===== config.mk =====
export PLATFORM = sky130hd
export DESIGN_NAME = mc_ctrl_unit
export DESIGN_NICKNAME = d
export VERILOG_FILES = /design/src/rtl/mc_pkg.sv /design/src/rtl/mc_wait_ctr.sv /design/src/rtl/mc_ctrl_unit.sv
export SDC_FILE = /design/constraint.sdc
export NUM_CORES = 1
export LEC_CHECK = 0
export BUFFER_PORTS_ARGS = -buffer_cell sky130_fd_sc_hd__buf_2
export CORE_MARGIN = 3
export CORE_UTILIZATION = 45
export CTS_BUF_LIST = sky130_fd_sc_hd__clkbuf_16
export DETAILED_ROUTE_END_ITERATION = 10
export GPL_TIMING_DRIVEN = 0
export MAX_ROUTING_LAYER = met4
export PLACE_DENSITY = 0.81
export SLEW_MARGIN = 20
export SYNTH_ARGS = -nofsm -noshare
export SYNTH_HDL_FRONTEND = slang
export SYNTH_SLANG_ARGS = --single-unit

===== constraint.sdc =====
create_clock -name clk -period 2.2 [get_ports clk]
set_input_delay 0.44 -clock clk [delete_from_list [all_inputs] [get_ports clk]]
set_output_delay 0.44 -clock clk [all_outputs]
set_load 0.05 [all_outputs]

===== src/rtl/mc_pkg.sv =====
// Shared definitions for the multicycle control unit and the datapath top:
// state encoding, opcode/funct values, ALU codes and mux select codes.
package mc_pkg;

   typedef enum logic [4:0] {
      ST_FETCH    = 5'd0,
      ST_DECODE   = 5'd1,
      ST_R_EXEC   = 5'd2,
      ST_R_WB     = 5'd3,
      ST_I_EXEC   = 5'd4,
      ST_I_WB     = 5'd5,
      ST_MEM_ADDR = 5'd6,
      ST_MEM_RD   = 5'd7,
      ST_WB_LOAD  = 5'd8,
      ST_MEM_WR   = 5'd9,
      ST_BRANCH   = 5'd10,
      ST_JUMP     = 5'd11,
      ST_EXC      = 5'd12
   } state_t;

   // Opcodes (IR[31:26])
   localparam logic [5:0] OP_RTYPE = 6'h00;
   localparam logic [5:0] OP_J     = 6'h02;
   localparam logic [5:0] OP_BEQ   = 6'h04;
   localparam logic [5:0] OP_BNE   = 6'h05;
   localparam logic [5:0] OP_ADDI  = 6'h08;
   localparam logic [5:0] OP_LW    = 6'h23;
   localparam logic [5:0] OP_SW    = 6'h2B;

   // R-type funct codes (IR[5:0])
   localparam logic [5:0] FN_ADD = 6'h20;
   localparam logic [5:0] FN_SUB = 6'h22;
   localparam logic [5:0] FN_AND = 6'h24;

   // Ula32 operation codes
   localparam logic [2:0] ALU_ADD = 3'b001;
   localparam logic [2:0] ALU_SUB = 3'b010;
   localparam logic [2:0] ALU_AND = 3'b011;

   // Mux select codes
   localparam logic       SRCA_PC      = 1'b0;
   localparam logic       SRCA_A       = 1'b1;
   localparam logic [1:0] SRCB_B       = 2'd0;
   localparam logic [1:0] SRCB_FOUR    = 2'd1;
   localparam logic [1:0] SRCB_IMM     = 2'd2;
   localparam logic [1:0] SRCB_IMM_SH2 = 2'd3;
   localparam logic [1:0] PCSRC_ALU    = 2'd0;
   localparam logic [1:0] PCSRC_ALUOUT = 2'd1;
   localparam logic [1:0] PCSRC_JUMP   = 2'd2;
   localparam logic [1:0] PCSRC_EXC    = 2'd3;
   localparam logic [1:0] WREG_RT      = 2'd0;
   localparam logic [1:0] WREG_RD      = 2'd1;
   localparam logic [1:0] WREG_RA      = 2'd2;
   localparam logic [2:0] WDATA_ALUOUT = 3'd0;
   localparam logic [2:0] WDATA_MEM    = 3'd1;

   // Control word emitted each cycle
   typedef struct packed {
      logic       pc_load;
      logic       ir_load;
      logic       mem_write;
      logic       iord_sel;
      logic       reg_write;
      logic [1:0] wreg_sel;
      logic [2:0] wdata_sel;
      logic       a_load;
      logic       b_load;
      logic       aluout_load;
      logic       alusrc_a_sel;
      logic [1:0] alusrc_b_sel;
      logic [2:0] alu_op;
      logic [1:0] pcsrc_sel;
      logic       epc_load;
   } ctl_t;

   // States that perform a memory access and therefore run the wait counter
   function automatic logic is_mem_state(input state_t s);
      return (s == ST_FETCH) || (s == ST_MEM_RD) || (s == ST_MEM_WR);
   endfunction

endpackage


===== src/rtl/mc_wait_ctr.sv =====
// Memory access completion tracker: either a fixed number of extra wait
// cycles counted by a 4-bit counter, or the memory's ready handshake.
module mc_wait_ctr
   import mc_pkg::*;
#(
   parameter bit          MEM_HANDSHAKE = 1'b0,
   parameter int unsigned MEM_WAIT      = 1
) (
   input  logic clk,
   input  logic rst,
   input  logic active,
   input  logic mem_ready,
   output logic done
);

   localparam logic [3:0] WAIT_LAST = 4'(MEM_WAIT);

   logic [3:0] cnt;

   // Completion is only meaningful inside a memory state; ready elsewhere is ignored
   always_comb begin
      done = active & (MEM_HANDSHAKE ? mem_ready : (cnt == WAIT_LAST));
   end

   // Count while an access is pending; any completed or absent access clears it,
   // so the counter is already zero whenever a memory state is entered
   always_ff @(posedge clk or negedge rst) begin
      if (!rst) begin
         cnt <= '0;
      end else if (active && !done) begin
         // NOTE: non-blocking assignment so every flop samples pre-edge values
         cnt <= cnt + 4'd1;
      end else begin
         cnt <= '0;
      end
   end

endmodule


===== src/rtl/mc_ctrl_unit.sv =====
// Multicycle control FSM for the Processador datapath. Decodes IR opcode and
// funct plus ALU flags into register strobes and mux selects.
module mc_ctrl_unit
   import mc_pkg::*;
#(
   parameter bit          MEM_HANDSHAKE = 1'b0,
   parameter int unsigned MEM_WAIT      = 1,
   parameter bit          OVF_TRAP      = 1'b1,
   parameter logic [31:0] EXC_VECTOR    = 32'h0000_00FF
) (
   input  logic        clk,
   input  logic        rst,
   input  logic [5:0]  opcode,
   input  logic [5:0]  funct,
   input  logic        alu_zero,
   input  logic        alu_overflow,
   input  logic        mem_ready,
   output logic        pc_load,
   output logic        ir_load,
   output logic        mem_write,
   output logic        iord_sel,
   output logic        reg_write,
   output logic [1:0]  wreg_sel,
   output logic [2:0]  wdata_sel,
   output logic        a_load,
   output logic        b_load,
   output logic        aluout_load,
   output logic        alusrcA_sel,
   output logic [1:0]  alusrcB_sel,
   output logic [2:0]  alu_op,
   output logic [1:0]  pcsrc_sel,
   output logic        epc_load,
   output logic [31:0] exc_vector,
   output logic [4:0]  state_dbg
);

   state_t state, state_next;
   ctl_t   ctl;
   logic   mem_active, mem_done;
   logic   r_trap, i_trap, branch_taken;

   assign mem_active = is_mem_state(state);

   mc_wait_ctr #(
      .MEM_HANDSHAKE (MEM_HANDSHAKE),
      .MEM_WAIT      (MEM_WAIT)
   ) u_wait_ctr (
      .clk       (clk),
      .rst       (rst),
      .active    (mem_active),
      .mem_ready (mem_ready),
      .done      (mem_done)
   );

   // Overflow only traps on add/sub/addi; 'and' never traps
   assign r_trap       = OVF_TRAP & alu_overflow & (funct != FN_AND);
   assign i_trap       = OVF_TRAP & alu_overflow;
   assign branch_taken = ((opcode == OP_BEQ) & alu_zero) | ((opcode == OP_BNE) & ~alu_zero);

   // State register: async reset aborts any access and returns to fetch
   always_ff @(posedge clk or negedge rst) begin
      if (!rst) state <= ST_FETCH;
      else      state <= state_next;
   end

   // Next-state logic
   always_comb begin
      state_next = state;
      unique case (state)
         ST_FETCH:    if (mem_done) state_next = ST_DECODE;
         ST_DECODE: begin
            case (opcode)
               OP_RTYPE:      state_next = (funct == FN_ADD || funct == FN_SUB || funct == FN_AND)
                                           ? ST_R_EXEC : ST_EXC;
               OP_ADDI:       state_next = ST_I_EXEC;
               OP_LW, OP_SW:  state_next = ST_MEM_ADDR;
               OP_BEQ, OP_BNE: state_next = ST_BRANCH;
               OP_J:          state_next = ST_JUMP;
               default:       state_next = ST_EXC;
            endcase
         end
         ST_R_EXEC:   state_next = r_trap ? ST_EXC : ST_R_WB;
         ST_I_EXEC:   state_next = i_trap ? ST_EXC : ST_I_WB;
         ST_MEM_ADDR: state_next = (opcode == OP_LW) ? ST_MEM_RD : ST_MEM_WR;
         ST_MEM_RD:   if (mem_done) state_next = ST_WB_LOAD;
         ST_MEM_WR:   if (mem_done) state_next = ST_FETCH;
         ST_R_WB, ST_I_WB, ST_WB_LOAD, ST_BRANCH, ST_JUMP, ST_EXC:
                      state_next = ST_FETCH;
         default:     state_next = ST_FETCH;
      endcase
   end

   // Output decode from the registered state; held idle while reset is low
   always_comb begin
      // NOTE: every control bit gets a default first, so no path can infer a latch
      ctl        = '0;
      ctl.alu_op = ALU_ADD;
      if (rst) begin
         unique case (state)
            ST_FETCH: begin
               ctl.alusrc_b_sel = SRCB_FOUR;
               if (mem_done) begin
                  ctl.ir_load = 1'b1;
                  ctl.pc_load = 1'b1;
               end
            end
            ST_DECODE: begin
               ctl.a_load       = 1'b1;
               ctl.b_load       = 1'b1;
               ctl.aluout_load  = 1'b1;
               ctl.alusrc_b_sel = SRCB_IMM_SH2;
            end
            ST_R_EXEC: begin
               ctl.alusrc_a_sel = SRCA_A;
               ctl.alusrc_b_sel = SRCB_B;
               ctl.aluout_load  = 1'b1;
               ctl.alu_op       = (funct == FN_SUB) ? ALU_SUB :
                                  (funct == FN_AND) ? ALU_AND : ALU_ADD;
            end
            ST_R_WB: begin
               ctl.reg_write = 1'b1;
               ctl.wreg_sel  = WREG_RD;
               ctl.wdata_sel = WDATA_ALUOUT;
            end
            ST_I_EXEC, ST_MEM_ADDR: begin
               ctl.alusrc_a_sel = SRCA_A;
               ctl.alusrc_b_sel = SRCB_IMM;
               ctl.aluout_load  = 1'b1;
            end
            ST_I_WB: begin
               ctl.reg_write = 1'b1;
               ctl.wreg_sel  = WREG_RT;
               ctl.wdata_sel = WDATA_ALUOUT;
            end
            ST_MEM_RD:  ctl.iord_sel = 1'b1;
            ST_WB_LOAD: begin
               ctl.reg_write = 1'b1;
               ctl.wreg_sel  = WREG_RT;
               ctl.wdata_sel = WDATA_MEM;
            end
            ST_MEM_WR: begin
               ctl.iord_sel  = 1'b1;
               ctl.mem_write = 1'b1;
            end
            ST_BRANCH: begin
               ctl.alusrc_a_sel = SRCA_A;
               ctl.alusrc_b_sel = SRCB_B;
               ctl.alu_op       = ALU_SUB;
               if (branch_taken) begin
                  ctl.pc_load   = 1'b1;
                  ctl.pcsrc_sel = PCSRC_ALUOUT;
               end
            end
            ST_JUMP: begin
               ctl.pc_load   = 1'b1;
               ctl.pcsrc_sel = PCSRC_JUMP;
            end
            ST_EXC: begin
               ctl.epc_load     = 1'b1;
               ctl.alusrc_a_sel = SRCA_PC;
               ctl.alusrc_b_sel = SRCB_FOUR;
               ctl.alu_op       = ALU_SUB;
               ctl.pc_load      = 1'b1;
               ctl.pcsrc_sel    = PCSRC_EXC;
            end
            default: ;
         endcase
      end
   end

   assign pc_load     = ctl.pc_load;
   assign ir_load     = ctl.ir_load;
   assign mem_write   = ctl.mem_write;
   assign iord_sel    = ctl.iord_sel;
   assign reg_write   = ctl.reg_write;
   assign wreg_sel    = ctl.wreg_sel;
   assign wdata_sel   = ctl.wdata_sel;
   assign a_load      = ctl.a_load;
   assign b_load      = ctl.b_load;
   assign aluout_load = ctl.aluout_load;
   assign alusrcA_sel = ctl.alusrc_a_sel;
   assign alusrcB_sel = ctl.alusrc_b_sel;
   assign alu_op      = ctl.alu_op;
   assign pcsrc_sel   = ctl.pcsrc_sel;
   assign epc_load    = ctl.epc_load;
   assign exc_vector  = EXC_VECTOR;
   assign state_dbg   = state;

endmodule

==> flow_summary.toml <==
[status]
outcome = "finished, final reports clean"

[synthesis]
ys_ff_latch = 8
postSynthAreaPerCell_um2 = 7.55
syn-cell-area_um2 = 1370
synth_edf_count = 0
ys.flop_type = "dfrtp_1"
synth_warnings = 0
synth_cell_type_count = 54
synthCells = 181
ys_seq_area_share_pct = 14.7
synth-async-reset-ratio_pct = 100

[cts]
cts_tree = "yes"
postCtsHoldBufs = 0
clkSinkCount = 8
clk_path_buf_depth = 2
cts-buffers-inserted = 3
clock_latency_ns = 0.23
htree_levels = 1
root_buffer = "clkbuf_16"
clk_pin_slew_ns = 0.04

[critical_path]
critPathMaxFanout = 8
reg2reg_depth = 6
endpoint_kind = "output port"
crit_start = "state_dbg[1]"
r2r_slack_ns = 0.44
startpoint_type = "flop"
arrival_ns = 1.76
reg2reg_to = "state_dbg[0]"
rr_startpoint = "state_dbg[0]"
critPathRequiredTime_ns = 1.76
crit_end = "reg_write"
critical_path_class = "reg2out"

[timing]
setup_tns_ns = 0
layout_setup_ws_ns = 0.000331
period_needed_ns = 2.20
clock_skew_ns = 0.00532
setup_violations = 0
max_freq_ghz = 0.455
maxSlewViolCount = 0
hold_violations = 0
slew_headroom_pct = 65.2
hold_slack_ns = 0.0701
period_share_pct = 100
tightest_slew_ns = 0.521

[floorplanning]
dieArea_um2 = 3730
start_util_pct = 48.3
coreArea_um2 = 2830
dieHeight_um = 61.1
die_w_um = 61.1
io_pins = 76
row_count = 19

[placed_design]
hpwl_mm = 2.76
dpl_cell_area_um2 = 1830
finalWeightedCongestion = 0.944
dp_slack_ns = -0.129
portBuffers = 37
placed_cells = 284

[cells_and_area]
layout_common_cells = "48 x buf_4, 37 x conb_1, 30 x buf_2"
postLayoutCellArea_um2 = 2050
nets = 284
area_growth_pct = 50.1
drive_above_1_share_pct = 49.2
num_antenna_cells = 0
fin_cells = 295
final_common_cell = "buf_4"
fillCellCount = 241

[drt]
antenna_left = 0
topRoutingLayerUsed = "met4"
drt_wl_total_mm = 3.61
wl_met3_um = 305
wl_met2_mm = 1.91
drc_errors = 0
vias_per_cell = 4.98
dr.pass1.iters = 4
drt_iter0_drc = 53
vias = 1468
drt-met1-wl_mm = 1.35
avgRoutedWirePerCell_um = 12.2

[power_and_ir_drop]
power_leakage_nw = 1.06
power_density_nw_per_um2 = 1030
ir_drop_v = 0.000491

[grt]
grt_max_degree = 13
grt_use_total_pct = 19.4
grt.overflow.total = 0
antenna_found_initial = 0
grt_pass1_vias = 1248
grt_pass1_wl_mm = 5.44

[job]
maxCapViolations = 0

[worst_hold_path]
min_path_type = "in2async"
[state kept, by name, summed over array words and instances (netlist names)]
name            count
u_wait_ctr.cnt      4
state_dbg           4
[cells by family (layout without fill, tap and decap cells)]
group	Yosys count	count (layout)	share of synthesized area [%]
compound gates	32	32	16.2
xor+xnor	5	5	3.20
fa+ha+maj	2	2	1.83
buf+inv	53	101	28.4
flops	8	8	14.7
mux	2	2	1.56
other cells	2	37	0.550
simple gates	77	77	33.6
[power by group]
part / switching [mW] / internal, mW / leakage (nW)
Clock: 0.0687 / 0.236 / 0.0423
Combinational: 1.00 / 0.562 / 0.919
Sequential: 0.0494 / 0.194 / 0.101
[final cells by class]
cell class              instances  area (um2)  share of cell area [%]
plain buffers                  46         369                    18.0
clock buffers                   3        75.1                    3.66
clock inverters                 1        3.75                   0.183
inverters                       7        26.3                    1.28
multi-input cells             155        1070                    52.0
flip-flops and latches          8         205                    10.0
well taps                      31        38.8                    1.89
repair buffers                 44         267                    13.0
[metrics by stage]
step,util [%],power [mW]
4_1_cts,69.4,1.99
3_5_place_dp,64.5,1.61
2_1_floorplan,-,1.37
5_1_grt,72.5,2.25
6_report,72.5,2.11
3_3_place_gp,64.5,1.60
[Yosys cell counts, types with 3 or more instances]
cell type	n	share of area, %
nor2_1	18	4.9
a21oi_1	8	2.9
xor2_1	4	2.6
nand3_1	6	2.2
o22ai_1	4	1.8
dfrtp_1	8	15
buf_4	38	21
nor3b_1	4	2.2
inv_1	7	1.9
clkbuf_8	3	3.0
and3_1	3	1.4
nor3_1	6	2.2
nand2_1	18	4.9
o21ai_0	3	1.1
[layer usage]
| metal | track usage, % | up-vias |
|---|---|---|
| met2 | 33.7 | 82 |
| met1 | 24.1 | 649 |
| li1 | - | 733 |
| met4 | 3.72 | 0 |
| met3 | 2.52 | 4 |
| met5 | - | - |
[timing repair]
item,4_1_cts,5_1_grt
endpoints found under the setup margin,6,7
buffers inserted,1,6
pin swaps,3,7
gates resized for setup,12,14
gates cloned,0,0
[how the worst min path moves through the flow]
stage,endpoint,startpoint
detailed placement,u_wait_ctr.cnt[0],rst
global placement,u_wait_ctr.cnt[0],rst
finish,state_dbg[0],rst
floorplan,state_dbg[0],rst
global route,state_dbg[0],rst
CTS,state_dbg[0],rst
[worst max-delay path, stage by stage (launching register included)]
cell     delay [ns]
dfrtp_2        0.39
buf_6          0.14
or2b_2         0.30
a21oi_1        0.23
a32oi_1        0.12
nor2b_2        0.13
buf_4          0.20
No activity file was read; power rests on OpenSTA's default activity.
